$ cat config.mk
export PLATFORM = sky130hd
export DESIGN_NAME = uart_rx_deframer
export DESIGN_NICKNAME = d
export VERILOG_FILES = /design/src/rtl/uart_rx_deframer.sv
export SDC_FILE = /design/constraint.sdc
export NUM_CORES = 1
export LEC_CHECK = 0
export BUFFER_PORTS_ARGS = -buffer_cell sky130_fd_sc_hd__buf_4
export CAP_MARGIN = 20
export CORE_UTILIZATION = 55
export CTS_BUF_LIST = sky130_fd_sc_hd__clkbuf_8
export CTS_CLUSTER_DIAMETER = 60
export CTS_CLUSTER_SIZE = 28
export DETAILED_ROUTE_END_ITERATION = 12
export GPL_TIMING_DRIVEN = 1
export PLACE_DENSITY = 0.83
export SLEW_MARGIN = 20
export SYNTH_ARGS = -nofsm -noshare
export SYNTH_HDL_FRONTEND = slang
export SYNTH_SLANG_ARGS = --single-unit
$ cat constraint.sdc
create_clock -name clk -period 1.5 [get_ports clk]
set_clock_uncertainty 0.05 [all_clocks]
set_input_delay 0.225 -clock clk [delete_from_list [all_inputs] [get_ports clk]]
set_output_delay 0.225 -clock clk [all_outputs]
set_load 0.01 [all_outputs]
$ cat src/rtl/uart_rx_deframer.sv
// uart_rx_deframer: 8N1 UART receive front end.
// Synchronises rxd, samples each bit mid-period, and strobes each good byte out
// with a one-cycle word_valid. It also reports line activity, link status and
// framing errors.
// Compile-time option: define UART_RX_PARITY_EN to insert an even-parity bit
// between the data bits and the stop bit.
module uart_rx_deframer #(
    parameter int CLKS_PER_BIT = 8,
    parameter int IDLE_BITS    = 10
) (
    input  logic       clk,
    input  logic       rst,
    input  logic       rxd,
    output logic [7:0] word,
    output logic       word_valid,
    output logic       word_on_line,
    output logic       connection_status,
    output logic       frame_err,
    output logic       parity_err
);

    localparam int HALF     = CLKS_PER_BIT / 2;
    localparam int CNT_W    = $clog2(CLKS_PER_BIT);
    localparam int IDLE_MAX = IDLE_BITS * CLKS_PER_BIT;
    localparam int IDLE_W   = $clog2(IDLE_MAX + 1);

    localparam logic [CNT_W-1:0]  CNT_LAST = CNT_W'(CLKS_PER_BIT - 1);
    localparam logic [CNT_W-1:0]  CNT_MID  = CNT_W'(HALF - 1);
    localparam logic [CNT_W-1:0]  CNT_ONE  = CNT_W'(1);
    localparam logic [IDLE_W-1:0] IDLE_SAT = IDLE_W'(IDLE_MAX);
    localparam logic [IDLE_W-1:0] IDLE_ONE = IDLE_W'(1);

    typedef enum logic [2:0] {
        S_IDLE    = 3'd0,
        S_START   = 3'd1,
        S_DATA    = 3'd2,
        S_STOP    = 3'd3,
        S_RECOVER = 3'd4
`ifdef UART_RX_PARITY_EN
        ,
        S_PARITY  = 3'd5
`endif
    } state_t;

    logic               r_sync1;
    logic               r_rxd_s;
    state_t             r_state;
    state_t             w_state_nxt;
    logic [CNT_W-1:0]   r_clk_cnt;
    logic [CNT_W-1:0]   w_clk_cnt_nxt;
    logic [2:0]         r_bit_idx;
    logic [2:0]         w_bit_idx_nxt;
    logic [7:0]         r_shift;
    logic [7:0]         w_shift_nxt;
    logic [IDLE_W-1:0]  r_idle_cnt;
    logic               w_cnt_last;
    logic               w_stop_sample;

    logic [7:0]         r_word;
    logic [7:0]         w_word_nxt;
    logic               r_word_valid;
    logic               w_word_valid_nxt;
    logic               r_word_on_line;
    logic               r_conn;
    logic               w_conn_nxt;
    logic               r_frame_err;
    logic               w_frame_err_nxt;
`ifdef UART_RX_PARITY_EN
    logic               r_par_bad;
    logic               w_par_bad_nxt;
    logic               r_parity_err;
    logic               w_parity_err_nxt;
`endif

    assign w_cnt_last    = (r_clk_cnt == CNT_LAST);
    assign w_stop_sample = (r_state == S_STOP) && w_cnt_last;

    // Two-flop synchroniser; rxd_s is the only view of the line used below.
    always_ff @(posedge clk) begin
        // NOTE: sequential state uses non-blocking assignments so every flop samples pre-edge values.
        if (!rst) begin
            r_sync1 <= 1'b1;
            r_rxd_s <= 1'b1;
        end else begin
            r_sync1 <= rxd;
            r_rxd_s <= r_sync1;
        end
    end

    // Count consecutive idle-high cycles, saturating at the connect threshold.
    always_ff @(posedge clk) begin
        if (!rst) begin
            r_idle_cnt <= '0;
        end else if (!r_rxd_s) begin
            r_idle_cnt <= '0;
        end else if (r_idle_cnt != IDLE_SAT) begin
            r_idle_cnt <= r_idle_cnt + IDLE_ONE;
        end
    end

    // State register with the bit timer, bit index and shift register.
    always_ff @(posedge clk) begin
        if (!rst) begin
            r_state   <= S_IDLE;
            r_clk_cnt <= '0;
            r_bit_idx <= '0;
            r_shift   <= '0;
`ifdef UART_RX_PARITY_EN
            r_par_bad <= 1'b0;
`endif
        end else begin
            r_state   <= w_state_nxt;
            r_clk_cnt <= w_clk_cnt_nxt;
            r_bit_idx <= w_bit_idx_nxt;
            r_shift   <= w_shift_nxt;
`ifdef UART_RX_PARITY_EN
            r_par_bad <= w_par_bad_nxt;
`endif
        end
    end

    // Next-state logic: start-bit qualification at mid-bit, then one sample per bit period.
    always_comb begin
        // NOTE: every combinational output gets a default first so no latch is inferred.
        w_state_nxt   = r_state;
        w_clk_cnt_nxt = r_clk_cnt;
        w_bit_idx_nxt = r_bit_idx;
        w_shift_nxt   = r_shift;
`ifdef UART_RX_PARITY_EN
        w_par_bad_nxt = r_par_bad;
`endif
        case (r_state)
            S_IDLE: begin
                if (!r_rxd_s) begin
                    w_state_nxt   = S_START;
                    w_clk_cnt_nxt = '0;
                end
            end
            S_START: begin
                if (r_clk_cnt == CNT_MID) begin
                    w_clk_cnt_nxt = '0;
                    w_bit_idx_nxt = '0;
                    // A line that is back high at mid-start was a glitch.
                    w_state_nxt   = r_rxd_s ? S_IDLE : S_DATA;
                end else begin
                    w_clk_cnt_nxt = r_clk_cnt + CNT_ONE;
                end
            end
            S_DATA: begin
                if (w_cnt_last) begin
                    w_shift_nxt[r_bit_idx] = r_rxd_s;
                    w_clk_cnt_nxt          = '0;
                    if (r_bit_idx == 3'd7) begin
`ifdef UART_RX_PARITY_EN
                        w_state_nxt = S_PARITY;
`else
                        w_state_nxt = S_STOP;
`endif
                    end else begin
                        w_bit_idx_nxt = r_bit_idx + 3'd1;
                    end
                end else begin
                    w_clk_cnt_nxt = r_clk_cnt + CNT_ONE;
                end
            end
`ifdef UART_RX_PARITY_EN
            S_PARITY: begin
                if (w_cnt_last) begin
                    // Even parity: data bits plus parity bit XOR to zero.
                    w_par_bad_nxt = r_rxd_s ^ (^r_shift);
                    w_clk_cnt_nxt = '0;
                    w_state_nxt   = S_STOP;
                end else begin
                    w_clk_cnt_nxt = r_clk_cnt + CNT_ONE;
                end
            end
`endif
            S_STOP: begin
                if (w_cnt_last) begin
                    w_clk_cnt_nxt = '0;
                    w_state_nxt   = r_rxd_s ? S_IDLE : S_RECOVER;
                end else begin
                    w_clk_cnt_nxt = r_clk_cnt + CNT_ONE;
                end
            end
            S_RECOVER: begin
                if (r_rxd_s) begin
                    w_state_nxt = S_IDLE;
                end
            end
            default: begin
                w_state_nxt = S_IDLE;
            end
        endcase
    end

    // Output logic: deliver the byte or flag the error at the stop-bit sample.
    always_comb begin
        w_word_nxt       = r_word;
        w_word_valid_nxt = 1'b0;
        w_frame_err_nxt  = r_frame_err;
        w_conn_nxt       = r_conn | (r_idle_cnt == IDLE_SAT);
`ifdef UART_RX_PARITY_EN
        w_parity_err_nxt = r_parity_err;
`endif
        if (w_stop_sample) begin
            if (!r_rxd_s) begin
                w_frame_err_nxt = 1'b1;
                w_conn_nxt      = 1'b0;
`ifdef UART_RX_PARITY_EN
                w_parity_err_nxt = r_par_bad;
            end else if (r_par_bad) begin
                w_frame_err_nxt  = 1'b1;
                w_parity_err_nxt = 1'b1;
`endif
            end else begin
                w_word_nxt       = r_shift;
                w_word_valid_nxt = 1'b1;
                w_frame_err_nxt  = 1'b0;
`ifdef UART_RX_PARITY_EN
                w_parity_err_nxt = 1'b0;
`endif
            end
        end
    end

    // Output registers; word_on_line tracks the state register edge for edge.
    always_ff @(posedge clk) begin
        if (!rst) begin
            r_word         <= 8'h00;
            r_word_valid   <= 1'b0;
            r_word_on_line <= 1'b0;
            r_conn         <= 1'b0;
            r_frame_err    <= 1'b0;
`ifdef UART_RX_PARITY_EN
            r_parity_err   <= 1'b0;
`endif
        end else begin
            r_word         <= w_word_nxt;
            r_word_valid   <= w_word_valid_nxt;
            r_word_on_line <= (w_state_nxt != S_IDLE);
            r_conn         <= w_conn_nxt;
            r_frame_err    <= w_frame_err_nxt;
`ifdef UART_RX_PARITY_EN
            r_parity_err   <= w_parity_err_nxt;
`endif
        end
    end

    assign word              = r_word;
    assign word_valid        = r_word_valid;
    assign word_on_line      = r_word_on_line;
    assign connection_status = r_conn;
    assign frame_err         = r_frame_err;
`ifdef UART_RX_PARITY_EN
    assign parity_err        = r_parity_err;
`else
    assign parity_err        = 1'b0;
`endif

endmodule

==> impl_metrics.yaml <==
synth:
  synth-adder-area-share_pct: 6.41
  synth_top_area_share_pct: 43.3
  netlist_instances: 180
  synth_xor_area_share_pct: 1.49
  yosysWarnings: 0
  synth-simple-area-share_pct: 24.0
  synth_cell_types: 45
  synth_compound_area_share_pct: 13.2
  synth.area.mux_share_pct: 6.98
  yosysSeqAreaShare_pct: 43.3
  synth_top_family_by_area: "simple AND/OR/NAND/NOR gates"
  synth_area_per_cell_sq_um: 9.77
  synth_flop_cell: "dfxtp_1"
  syn-num-nets: 192
  synth_edf_count: 0
  async_flop_share_pct: 0
  synth_area_sq_um: 1760
  ys_top_cells_by_area: "dfxtp_1, ha_1, mux2i_1"
  synth-seq-cells: 38
  synth_top_area_cell: "dfxtp_1"
clock_network:
  clkTransAtPathRegs_ns: 0.07
  htree_levels: 2
  clock-sinks: 38
  cts_tree: "built"
  worstSkewPairLatency_ns: 0.28
  cts_made_buffers: 5
  clockRootBuffer: "clkbuf_8"
  ctsHoldBuffers: 0
  cts_max_path_buffers: 2
critical_path:
  timing.critical_path.required_ns: 1.66
  cp-startpoint: "r_clk_cnt[0]"
  regToRegSetupSlack_ns: -0.02
  path_max_fanout: 4
  cp_slowest_stage_delay_ns: 0.49
  crit_end: "word_on_line"
  reg2reg_to: "word_on_line"
  reg2reg_depth: 4
  crit_type: "reg2reg"
  r2r-start: "r_clk_cnt[0]"
  path_cells: "ha_4 > ha_1 > mux4_2 > o211ai_1"
  worstPathArrival_ns: 1.68
  cp-start-kind: "flip-flop"
  end_kind: "flip-flop"
  slowest_stage: "mux4_2"
cells_and_area:
  area_delta_synth_final_pct: 24.6
  num-nets-final: 219
  diodes: 0
  multi_input_area_sq_um: 997
  register_area_sq_um: 768
  drive_gt1_share_pct: 26.4
  n_fill_cell: 238
place:
  hpwl_um: 2570
  gp_congestion: 0.880
  portBuffers: 14
power_and_ir_drop:
  power.leakage_nw: 0.883
  vdd_drop_max_mv: 0.897
  power.density_nw_per_um2: 894
  total_power_mw: 1.96
timing:
  period_needed_ns: 1.52
  finalMaxSlewViolations: 0
  timing.final.crit_share_pct: 101
  finalHoldViolCount: 0
  setup_viol: 2
  max_freq_mhz: 657
  worst_slack_ns: -0.0217
  fin_setup_tns_ns: -0.0318
  grt_setup_unrepaired: "true"
  whs_ns: 0.0734
die:
  start_util_pct: 57.6
  rows: 20
  dieArea_sq_um: 3430
  die_y_um: 58.5
  dieWidth_um: 58.5
  io_pins: 16
  core_sq_um: 3050
global_routing:
  grt_antenna_before_repair: 0
  grt_pass1_wl_um: 6330
  grt_overflow_total: 0
  grtUsageTotal_pct: 24.7
  grt_max_degree: 25
  grt_pass1_vias: 1450
routing:
  wl_um: 3740
  viasPerCell: 5.68
  drtIter0Drc: 101
  vias: 1431
  drtAntennaViolNets: 0
  first_pass_iters: 4
  routedWlPerCell_um: 14.8
  route.detailed.drc: 0
status:
  violations: "setup timing"
  status: "finished, violations left"
worst_hold_path:
  hold_path_class: "in2reg"
run:
  maxCapViolCount: 0
==> sequential cells by signal, summed over array words and instances, names as in the netlist <==
name / cells
r_shift: 8
word: 8
r_clk_cnt: 3
r_sync1: 1
word_on_line: 1
r_bit_idx: 3
r_idle_cnt: 7
word_valid: 1
r_rxd_s: 1
connection_status: 1
r_state: 3
frame_err: 1
==> layout make-up <==
cell class,count,area share (%)
inverter,7,1.20
sequential,38,35.1
clock inverter,3,1.71
clock buffer,5,3.14
tap,44,2.51
timing repair buffer,30,10.9
multi-input combinational,125,45.5
==> layout by cell type (no fill, tap or decap), types with 2 or more instances in the layout <==
cell type and count:
dfxtp_1 32, buf_4 29, nand2_1 17, mux2i_1 10, inv_1 9, a22o_1 8
nand2b_1 6, o21ai_1 6, nand3_1 6, dfxtp_2 6, nor2_1 5, nor2b_1 5
clkbuf_8 5, nor3_1 4, a21oi_1 4, ha_1 4, nor3b_1 3, o21ai_0 3
a21boi_1 3, ha_2 3, nand2_2 2, o31a_1 2, o211ai_1 2, or3_1 2
nand4bb_1 2, nand4b_1 2, xor2_1 2, nor4bb_1 2, and3b_1 2, ha_4 2
==> routing by layer <==
metal	GRT usage [%]	vias to the layer above	wire (um)
met2	42.0	48	1880
li1	-	697	-
met5	0	-	0
met3	9.23	4	198
met1	27.7	682	1620
met4	10.5	0	32
==> worst min-delay path by stage <==
stage	slack [ns]	depth (start not counted)	start	to
after floorplan	0.28	1	rxd	r_sync1
after global routing	0.07	2	rxd	r_sync1
after detailed placement	0.35	1	r_sync1	r_rxd_s
after global placement	0.34	1	r_sync1	r_rxd_s
final	0.07	2	rxd	r_sync1
after CTS	0.07	2	rxd	r_sync1
==> stage by stage <==
stage | cells | cell area (sq um) | worst slack [ns] | util, %
3_5_place_dp | 241 | 2000 | -0.124 | 65.6
5_1_grt | 252 | 2190 | -0.0819 | 71.8
4_1_cts | 252 | 2150 | -0.0161 | 70.5
3_3_place_gp | 241 | 2000 | -0.0178 | 65.6
6_report | 252 | 2190 | -0.0217 | 71.8
2_1_floorplan | 180 | 1790 | 0.0108 | -
==> cells in the mapped netlist, types with 4 or more instances <==
cell type / n
mux2i_1: 10
nand3_1: 6
nand2b_1: 6
a21oi_1: 4
a22o_1: 8
nand2_1: 19
inv_1: 7
clkbuf_1: 4
ha_1: 9
dfxtp_1: 38
nor3_1: 4
buf_2: 4
o21ai_1: 6
nor2_1: 5
nor2b_1: 5
==> kinds of logic (layout without fill, tap and decap cells) <==
family          count (synthesis)  in the layout
mux                            11             11
fa+ha+maj                       9              9
simple gates                   67             67
xor+xnor                        3              3
other cells                     1              1
flops                          38             38
buf+inv                        18             45
compound gates                 33             34
==> worst max-delay path, delay by kind of cell (launching register included) <==
kind | cells | cell delay, ns
flip-flops | 1 | 0.33
adder cells (fa/ha/maj) | 2 | 0.40
AO/OA/AOI/OAI | 1 | 0.18
multiplexers | 1 | 0.49
==> repair_timing <==
action | 4_1_cts | 5_1_grt
setup endpoints to repair | 14 | 17
gates cloned | 1 | 0
pin swaps | 8 | 7
gates resized for setup | 3 | 9
buffers inserted | 2 | 0
==> report_power, final <==
part	total [mW]	switching, mW	internal [mW]
combinational	0.100	0.0551	0.0454
clock	0.817	0.333	0.484
sequential	1.04	0.0177	1.02
Note: power is estimated with default switching activity, not from simulation.
